## config.mk

```make
export PLATFORM = sky130hd
export DESIGN_NAME = base_endian_skid_flat
export DESIGN_NICKNAME = d
export VERILOG_FILES = /design/src/rtl/base_endian_skid_if.sv /design/src/rtl/base_endian_skid.sv /design/src/flat_wrapper.sv
export SDC_FILE = /design/constraint.sdc
export NUM_CORES = 1
export LEC_CHECK = 0
export CORE_MARGIN = 2
export CORE_UTILIZATION = 45
export CTS_CLUSTER_DIAMETER = 150
export DETAILED_ROUTE_END_ITERATION = 8
export GPL_ROUTABILITY_DRIVEN = 0
export PLACE_DENSITY = 0.72
export SYNTH_ARGS = -nofsm -noshare
export SYNTH_HDL_FRONTEND = slang
export SYNTH_SLANG_ARGS = --single-unit
```

## constraint.sdc

```tcl
create_clock -name clk -period 1.5 [get_ports clk]
set_input_delay 0.225 -clock clk [delete_from_list [all_inputs] [get_ports clk]]
set_output_delay 0.225 -clock clk [all_outputs]
set_load 0.02 [all_outputs]
```

## src/rtl/base_endian_skid_if.sv

```systemverilog
// Handshake bundle for base_endian_skid: upstream beat channel (i_*) and
// downstream beat channel (o_*). Data is numbered MSB-first, byte k = [8k:8k+7].
// Optional parity signals exist only when BASE_ENDIAN_SKID_PAR_EN is defined.
interface base_endian_skid_if #(
   parameter int bytes = 8
);
   logic                 i_v;
   logic                 i_r;
   logic [0:8*bytes-1]   i_d;
   logic                 i_ctrl;
   logic                 o_v;
   logic                 o_r;
   logic [0:8*bytes-1]   o_d;
   logic                 o_ctrl;
`ifdef BASE_ENDIAN_SKID_PAR_EN
   logic [0:bytes-1]     i_p;
   logic [0:bytes-1]     o_p;
   logic                 o_perr;

   modport slave (
      input  i_v, i_d, i_ctrl, o_r, i_p,
      output i_r, o_v, o_d, o_ctrl, o_p, o_perr
   );
   modport master (
      output i_v, i_d, i_ctrl, o_r, i_p,
      input  i_r, o_v, o_d, o_ctrl, o_p, o_perr
   );
`else
   modport slave (
      input  i_v, i_d, i_ctrl, o_r,
      output i_r, o_v, o_d, o_ctrl
   );
   modport master (
      output i_v, i_d, i_ctrl, o_r,
      input  i_r, o_v, o_d, o_ctrl
   );
`endif
endinterface

```

## src/rtl/base_endian_skid.sv

```systemverilog
// base_endian_skid: 2-entry in-order skid buffer with optional per-beat byte
// reversal. Beats are swapped on entry, so o_d/o_ctrl come straight from the
// head register. i_r and o_v are flops; i_r is additionally held low while
// reset is asserted so the upstream sees "not ready" during reset.
// Optional feature macro: BASE_ENDIAN_SKID_PAR_EN (per-byte even parity
// carried with the beat, plus a sticky parity-error flag).
module base_endian_skid #(
   parameter int bytes = 8
) (
   input  logic               clk,
   input  logic               reset,
   base_endian_skid_if.slave  bus
);

   localparam int W = 8 * bytes;

   logic [1:0]   count_q, count_d;
   logic [0:W-1] d0_q, d0_d, d1_q, d1_d;
   logic         c0_q, c0_d, c1_q, c1_d;
   logic         i_r_q, i_r_d;
   logic         o_v_q, o_v_d;
   logic         push, pop;
   logic [0:W-1] in_d;

   function automatic logic [0:W-1] swap_bytes(input logic [0:W-1] d);
      logic [0:W-1] r;
      for (int k = 0; k < bytes; k++) begin
         r[8*k +: 8] = d[8*(bytes-1-k) +: 8];
      end
      return r;
   endfunction

`ifdef BASE_ENDIAN_SKID_PAR_EN
   logic [0:bytes-1] p0_q, p0_d, p1_q, p1_d;
   logic [0:bytes-1] in_p;
   logic             perr_q, perr_d;
   logic             par_bad;

   function automatic logic [0:bytes-1] swap_bits(input logic [0:bytes-1] p);
      logic [0:bytes-1] r;
      for (int k = 0; k < bytes; k++) begin
         r[k] = p[bytes-1-k];
      end
      return r;
   endfunction

   function automatic logic [0:bytes-1] byte_par(input logic [0:W-1] d);
      logic [0:bytes-1] r;
      for (int k = 0; k < bytes; k++) begin
         r[k] = ^d[8*k +: 8];
      end
      return r;
   endfunction
`endif

   // Next-state of the two-slot buffer: slot 0 is always the head.
   always_comb begin
      push    = bus.i_v & i_r_q;
      pop     = o_v_q & bus.o_r;
      in_d    = bus.i_ctrl ? swap_bytes(bus.i_d) : bus.i_d;
      count_d = count_q;
      d0_d    = d0_q;
      d1_d    = d1_q;
      c0_d    = c0_q;
      c1_d    = c1_q;
`ifdef BASE_ENDIAN_SKID_PAR_EN
      in_p    = bus.i_ctrl ? swap_bits(bus.i_p) : bus.i_p;
      p0_d    = p0_q;
      p1_d    = p1_q;
      par_bad = |(bus.i_p ^ byte_par(bus.i_d));
      perr_d  = perr_q | (push & par_bad);
`endif
      case (count_q)
         2'd0: begin
            if (push) begin
               d0_d    = in_d;
               c0_d    = bus.i_ctrl;
`ifdef BASE_ENDIAN_SKID_PAR_EN
               p0_d    = in_p;
`endif
               count_d = 2'd1;
            end
         end
         2'd1: begin
            if (push && pop) begin
               d0_d = in_d;
               c0_d = bus.i_ctrl;
`ifdef BASE_ENDIAN_SKID_PAR_EN
               p0_d = in_p;
`endif
            end else if (pop) begin
               count_d = 2'd0;
            end else if (push) begin
               d1_d    = in_d;
               c1_d    = bus.i_ctrl;
`ifdef BASE_ENDIAN_SKID_PAR_EN
               p1_d    = in_p;
`endif
               count_d = 2'd2;
            end
         end
         2'd2: begin
            if (pop) begin
               d0_d    = d1_q;
               c0_d    = c1_q;
`ifdef BASE_ENDIAN_SKID_PAR_EN
               p0_d    = p1_q;
`endif
               count_d = 2'd1;
            end
         end
         default: count_d = 2'd0;
      endcase
      i_r_d = (count_d != 2'd2);
      o_v_d = (count_d != 2'd0);
   end

   // Buffer registers with synchronous reset that discards any stored beats.
   always_ff @(posedge clk) begin
      if (reset) begin
         count_q <= 2'd0;
         d0_q    <= '0;
         d1_q    <= '0;
         c0_q    <= 1'b0;
         c1_q    <= 1'b0;
         i_r_q   <= 1'b1;
         o_v_q   <= 1'b0;
`ifdef BASE_ENDIAN_SKID_PAR_EN
         p0_q    <= '0;
         p1_q    <= '0;
         perr_q  <= 1'b0;
`endif
      end else begin
         count_q <= count_d;
         d0_q    <= d0_d;
         d1_q    <= d1_d;
         c0_q    <= c0_d;
         c1_q    <= c1_d;
         i_r_q   <= i_r_d;
         o_v_q   <= o_v_d;
`ifdef BASE_ENDIAN_SKID_PAR_EN
         p0_q    <= p0_d;
         p1_q    <= p1_d;
         perr_q  <= perr_d;
`endif
      end
   end

   assign bus.i_r    = i_r_q & ~reset;
   assign bus.o_v    = o_v_q;
   assign bus.o_d    = d0_q;
   assign bus.o_ctrl = c0_q;
`ifdef BASE_ENDIAN_SKID_PAR_EN
   assign bus.o_p    = p0_q;
   assign bus.o_perr = perr_q;
`endif

endmodule
```

## src/flat_wrapper.sv

```systemverilog
// flat-port wrapper written by rule: the top's interface ports become plain ports
module base_endian_skid_flat 
#(
   parameter int bytes = 8
)
  (clk, reset, bus_i_v, bus_i_d, bus_i_ctrl, bus_o_r, bus_i_r, bus_o_v, bus_o_d, bus_o_ctrl);
  base_endian_skid_if #(.bytes(bytes)) bus_i ();
  input  logic clk;
  input  logic reset;
  input wire logic [$bits(bus_i.i_v)-1:0] bus_i_v;
  input wire logic [$bits(bus_i.i_d)-1:0] bus_i_d;
  input wire logic [$bits(bus_i.i_ctrl)-1:0] bus_i_ctrl;
  input wire logic [$bits(bus_i.o_r)-1:0] bus_o_r;
  output wire logic [$bits(bus_i.i_r)-1:0] bus_i_r;
  output wire logic [$bits(bus_i.o_v)-1:0] bus_o_v;
  output wire logic [$bits(bus_i.o_d)-1:0] bus_o_d;
  output wire logic [$bits(bus_i.o_ctrl)-1:0] bus_o_ctrl;
  assign bus_i.i_v = bus_i_v;
  assign bus_i.i_d = bus_i_d;
  assign bus_i.i_ctrl = bus_i_ctrl;
  assign bus_i.o_r = bus_o_r;
  assign bus_i_r = bus_i.i_r;
  assign bus_o_v = bus_i.o_v;
  assign bus_o_d = bus_i.o_d;
  assign bus_o_ctrl = bus_i.o_ctrl;
  base_endian_skid #(.bytes(bytes)) u_core (.clk(clk), .reset(reset), .bus(bus_i));
endmodule
```

==> impl_metrics.tcl, run 1 <==
set metrics [dict create \
    swShare_pct 30.8 \
    synth_area_per_cell_um2 8.95 \
    clkSinkCount 134 \
    crit_chain "buf_6, and3b_1, and3_4, buf_8, clkbuf_16, nor2_1, a211oi_1" \
    slowest_stage "dfxtp_4" \
    routed_wl_mm 24.1 \
    cap_violations 0 \
    clk_pin_slew_ns 0.06 \
    die-width_um 121 \
    num-nets-final 913 \
    post-place-ws_ns -0.392 \
    fp.dieArea_um2 14600 \
    synth_top_family_by_area "compound AO/OA/AOI/OAI gates" \
    port_buffers 135 \
    hold_class "in2reg" \
    drc 0 \
    fin_crit_ns 1.71 \
    p_switching_w 0.00354 \
    combPwrFrac_pct 27.9 \
    die_y_um 121 \
    rows 42 \
    power.density_nw_per_um2 1190 \
    synth-simple-area-share_pct 14.4 \
    path_delay_family "simple AND/OR/NAND/NOR gates" \
    cts_buffers 17 \
    synth_fa_ha_area_share_pct 0 \
    drive_gt1_share_pct 25.1 \
    ir_worst_vdd_v 0.000740 \
    antenna_cells 0 \
    status "complete, but fails checks" \
    ys.warnings.count 0 \
    wl_met2_mm 11.9 \
    pwr-share-clk_pct 36.0 \
    wl_met1_mm 9.04 \
    grt_remaining_overflow 0 \
    fin_crit_sh_pct 114 \
    critical_path_depth 7 \
    wl_per_cell_um 23.3 \
    synth_compound_area_share_pct 24.1 \
    arrival_ns 2.02 \
    cts_tree "built" \
    seqPwrFrac_pct 36.2 \
    synth_xor_area_share_pct 0 \
    top_layer_used "met4" \
    yosysSeqAreaShare_pct 43.5 \
    h-tree-depth 4 \
    dr_total_vias 6627 \
    grt_pass1_wl_mm 31.7 \
    clock.fmax_ghz 0.584 \
    ant_nets 0 \
    holdWs_ns 0.406 \
    syn_nets 758 \
    slew_headroom_pct 56.5 \
    reg2regPathDepth 7 \
    crit_path_max_fanout 10 \
    regToRegSetupSlack_ns -0.21 \
    grt_usage_pct 27.8 \
    core_um2 13300 \
    finalClockSkew_ns 0.0141 \
    start_util_pct 46.4 \
    ctsHoldBuffers 0 \
    antenna_found_initial 0 \
    worstSetupPathType "reg2reg" \
    ioPinCount 136 \
    synthDistinctLibCells 28 \
    setup_viol 117 \
    wl_met3_mm 2.21 \
    p_int_w 0.00795 \
    clk-insertion-delay-late_ns 0.42 \
    worst_slack_ns -0.211 \
    slew_viol_final 0 \
    violations "setup timing" \
    yosys_register_bits 134 \
    dr.pass1.iters 6 \
    netlist_instances 689 \
    critPathBufInv 3 \
    clock-root-buffer "clkbuf_16" \
    synth.area.mux_share_pct 10.7 \
    hold_depth 3 \
    crit_required_ns 1.81 \
    crit_path_max_incr_delay_ns 0.35 \
    worstMarginPinSlew_ns 0.652 \
    drt_iter0_markers 851 \
    crit_path_end_kind "flip-flop" \
    area_growth_syn_to_layout_pct 56.7 \
    rsz0062_at_grt "yes" \
    finalHoldViolCount 0 \
    first_global_vias 6006 \
    viasPerCell 6.42 \
    start_kind "flip-flop" \
    synth_area_um2 6160 \
    cts_buffer_depth 2 \
    leakage_nw 3.89 \
    place_hpwl_mm 12.2 \
    grt_max_degree 134 \
]
registers in the layout (all words and copies together) (netlist names):
register and flops:
u_core.bus.o_ctrl 1, u_core.i_r_q 1, u_core.c1_q 1, u_core.count_q 2, u_core.d1_q 64, u_core.bus.o_v 1, u_core.bus.o_d 64
placed cells by master, fill, tap and decap left out, drive strengths merged, types with 5 or more instances in the layout:
| cell type | n |
|---|---|
| a211oi | 64 |
| a21oi | 67 |
| buf | 68 |
| clkbuf | 37 |
| clkdlybuf4s50 | 66 |
| clkinv | 5 |
| dfxtp | 134 |
| dlygate4sd2 | 66 |
| mux2i | 65 |
| nand2 | 68 |
| nand3 | 65 |
| nor2 | 66 |
| o221ai | 64 |
power by group through the flow:
stage	clock, W	sequential (W)	combinational [W]
2_1_floorplan	0	0.00439	0.00120
3_3_place_gp	0	0.00418	0.00235
3_5_place_dp	0	0.00420	0.00241
4_1_cts	0.00410	0.00412	0.00263
5_1_grt	0.00427	0.00418	0.00335
6_report	0.00413	0.00416	0.00320
worst register-to-register path: stages (launching register included):
cell and delay, ns:
dfxtp_4 0.35, buf_6 0.11, and3b_1 0.24, and3_4 0.23
buf_8 0.16, clkbuf_16 0.18, nor2_1 0.05, a211oi_1 0.27
through the flow:
stage          util [%]  instance area (um^2)  cells  total power [W]  TNS [ns]
3_3_place_gp       58.1                  7730    950          0.00653    -32.58
6_report           72.7                  9660   1033           0.0115     -8.47
5_1_grt            72.7                  9660   1033           0.0118    -12.42
4_1_cts            65.8                  8740   1004           0.0109     -3.93
3_5_place_dp       58.1                  7730    950          0.00660    -40.77
2_1_floorplan         -                  6160    689          0.00559         0
routing by layer:
metal | GRT usage [%] | vias to the layer above
met5 | 0 | -
met1 | 34.1 | 3208
li1 | - | 2887
met4 | 10.9 | 0
met2 | 47.1 | 451
met3 | 6.44 | 81
cell type report:
cell class	instances	area (um^2)
Tap cell	176	220
Clock buffer	23	478
Fill cell	891	3640
Multi-Input combinational cell	475	3590
Clock inverter	9	100
Inverter	1	3.75
Timing Repair Buffer	215	2580
Sequential cell	134	2690
synthesized netlist by cell type (all sizes together):
cell type	instances	area (um^2)
a21oi	67	335
nor2b	1	6.26
o221ai	64	623
nand2	68	255
mux2i	65	651
a211oi	64	480
nand3	65	325
buf	52	339
a21o	2	15.0
dfxtp	134	2680
inv	1	3.75
mux2	1	11.3
o22ai	1	12.5
and3b	1	8.76
or2	1	6.26
and3	1	6.26
nand2b	1	6.26
o22a	1	8.76
nor2	66	248
nand3b	1	7.51
clkbuf	28	105
nor3	2	10.0
a221o	1	10.0
nand4	1	6.26
final timing paths:
kind	startpoint	endpoint
worst min register to register	u_core.bus.o_d[50]$_SDFFE_PP0P_	u_core.bus.o_d[50]$_SDFFE_PP0P_
worst max register to register	u_core.count_q[1]$_SDFF_PP0_	u_core.d1_q[13]$_SDFFE_PP0P_
worst min-delay path	bus_i_ctrl	u_core.d1_q[56]$_SDFFE_PP0P_
worst max-delay path	u_core.count_q[1]$_SDFF_PP0_	u_core.d1_q[13]$_SDFFE_PP0P_
cells by family after synthesis:
kind of cell,after synthesis
AOI/OAI and AO/OA,200
muxes,66
buffers and inverters,81
DFF,134
and+or+nand+nor,208
timing repair:
item,CTS,global route
gates cloned,11,16
pin swaps,17,43
setup buffers,11,13
resized for setup,108,93
endpoints found under the hold margin,0,0
setup endpoints to repair,128,131
(Power assumes the default switching activity.)
==> inputs of run 2 (changes only) <==
- CORE_MARGIN: 2 -> default
- PLACE_DENSITY: 0.72 -> 0.75
==> run 2 against run 1 <==
  * The flow still finishes with violations (setup timing)
  * Wire length decreased by 12%
  * Clock-buffer cell count increased by 1
  * Maximum frequency increased by 4.3%
  * Sequential share of layout area increased by 1.9 points
  * Utilization decreased by 4.5 points
  * Largest power group is now clock
  * Critical path depth decreased by 1
  * Highest routed layer unchanged
  * Combinational power decreased by 13%
  * Sequential cell count unchanged
  * Clock power increased by 9.9%
==> impl_metrics.tcl, run 2 (same netlist as run 1, synthesis figures left out) <==
set metrics [dict create \
    status "complete, but fails checks" \
    violations "setup timing" \
    clkSinkCount 134 \
    finalHoldViolCount 0 \
    h-tree-depth 4 \
    dr.pass1.iters 5 \
    crit_required_ns 1.84 \
    wl_per_cell_um 20.9 \
    grt_max_degree 134 \
    r2r_end "u_core.bus.o_d[33]$_SDFFE_PP0P_" \
    start_kind "flip-flop" \
    fp.dieArea_um2 14200 \
    grt_pass1_wl_mm 30.2 \
    core_um2 13300 \
    drive_gt1_share_pct 18.2 \
    finalClockSkew_ns 0.0124 \
    dr_total_vias 6276 \
    combPwrFrac_pct 24.3 \
    regToRegSetupSlack_ns -0.14 \
    ctsHoldBuffers 0 \
    tns_ns -3.00 \
    cts_buffer_depth 2 \
    die_y_um 119 \
    layout_commonest_cell "dfxtp_1" \
    leakage_nw 3.69 \
    worstHoldEndpoint "u_core.d1_q[23]$_SDFFE_PP0P_" \
    dp_cells 953 \
    drc 0 \
    setup_viol 60 \
    seqPwrFrac_pct 36.1 \
    routed_wl_mm 21.2 \
    arrival_ns 1.98 \
    layout_common_cells "131 x dfxtp_1, 67 x nand2_1, 66 x clkdlybuf4s50_1, 66 x dlygate4sd2_1" \
    grt_usage_pct 27.4 \
    worstMarginPinSlew_ns 0.627 \
    hold_class "in2reg" \
    wl_met1_mm 8.38 \
    num-nets-final 893 \
    hold_depth 3 \
    hold_path.startpoint "bus_i_ctrl" \
    fin_crit_ns 1.64 \
    die-width_um 119 \
    clk-insertion-delay-late_ns 0.43 \
    ioPinCount 136 \
    clock-root-buffer "clkbuf_16" \
    grt_remaining_overflow 0 \
    rsz0062_at_grt "yes" \
    num-fill-cells 1006 \
    antenna_found_initial 0 \
    top_layer_used "met4" \
    reg2regPathDepth 6 \
    antenna_cells 0 \
    cap_violations 0 \
    fin_crit_sh_pct 109 \
    rows 42 \
    cts_tree "built" \
    ir_worst_vdd_v 0.000770 \
    wl_met3_mm 1.56 \
    drt_iter0_markers 695 \
    cts_buffers 17 \
    port_buffers 135 \
    p_switching_w 0.00329 \
    clk_pin_slew_ns 0.06 \
    finalPower_w 0.0115 \
    ant_nets 0 \
    crit_path_end_kind "flip-flop" \
    area_growth_syn_to_layout_pct 46.9 \
    viasPerCell 6.20 \
    slew_viol_final 0 \
    finalNonFillerCells 1013 \
    slew_headroom_pct 58.2 \
    rr_startpoint "u_core.count_q[1]$_SDFF_PP0_" \
    worstSetupPathType "reg2reg" \
    worst_slack_ns -0.141 \
    crit_path_max_fanout 5 \
    power.density_nw_per_um2 1270 \
    wl_met2_mm 10.6 \
    pwr-share-clk_pct 39.6 \
    holdWs_ns 0.358 \
    p_int_w 0.00817 \
    start_util_pct 46.4 \
    clock.fmax_ghz 0.609 \
    place_hpwl_mm 12.3 \
    first_global_vias 5901 \
    swShare_pct 28.7 \
]
## run 2: per-stage QoR
step | instance area (um^2) | setup slack, ns | util [%]
3_5_place_dp | 7760 | -0.415 | 58.4
6_report | 9050 | -0.141 | 68.1
2_1_floorplan | 6160 | 0.0516 | -
5_1_grt | 9050 | -0.204 | 68.1
3_3_place_gp | 7760 | -0.338 | 58.4
4_1_cts | 8460 | -0.0733 | 63.6
## run 2: power by group through the flow
stage | Combinational (W) | Sequential (W) | Clock, W
after floorplan | 0.00120 | 0.00439 | 0
after global placement | 0.00234 | 0.00418 | 0
after detailed placement | 0.00241 | 0.00420 | 0
after CTS | 0.00239 | 0.00412 | 0.00454
after global routing | 0.00295 | 0.00417 | 0.00469
final | 0.00279 | 0.00414 | 0.00454
## run 2: repair_timing
action	CTS	global route
buffers inserted	3	13
cloned	2	10
gates resized for setup	82	55
endpoints found under the hold margin	0	0
pin swaps	16	79
endpoints found under the setup margin	144	124
## run 2: critical path, cell delays in order, from the launching register on
cell and delay, ns:
dfxtp_4 0.35, nand3b_1 0.22, o22ai_4 0.32, buf_6 0.20, buf_12 0.14, o221ai_2 0.11
a21oi_1 0.21
## run 2: final cells by class
type	instances	area, um^2	share of cell area [%]
well taps	176	220	2.43
clock inverters	8	143	1.58
multi-input cells	474	3310	36.5
repair buffers	196	2190	24.1
clock buffers	24	502	5.54
flip-flops and latches	134	2690	29.7
inverters	1	3.75	0.0415
## run 2: worst max-delay path by stage
stage	slack, ns	from	end	depth (start not counted)
floorplan	0.05	u_core.bus.o_v$_SDFF_PP0_	u_core.bus.o_d[11]$_SDFFE_PP0P_	6
global placement	-0.34	bus_i_v	u_core.bus.o_d[57]$_SDFFE_PP0P_	6
detailed placement	-0.42	bus_i_v	u_core.bus.o_d[53]$_SDFFE_PP0P_	6
CTS	-0.07	u_core.count_q[1]$_SDFF_PP0_	u_core.bus.o_d[41]$_SDFFE_PP0P_	7
global route	-0.20	u_core.count_q[1]$_SDFF_PP0_	u_core.bus.o_d[33]$_SDFFE_PP0P_	6
finish	-0.14	u_core.count_q[1]$_SDFF_PP0_	u_core.bus.o_d[33]$_SDFFE_PP0P_	6
## run 2: routing by layer
metal  track usage, %  vias up
li1                 -     2848
met1             31.7     3042
met2             46.8      337
met3             7.33       49
met4             12.6        0
met5                0        -
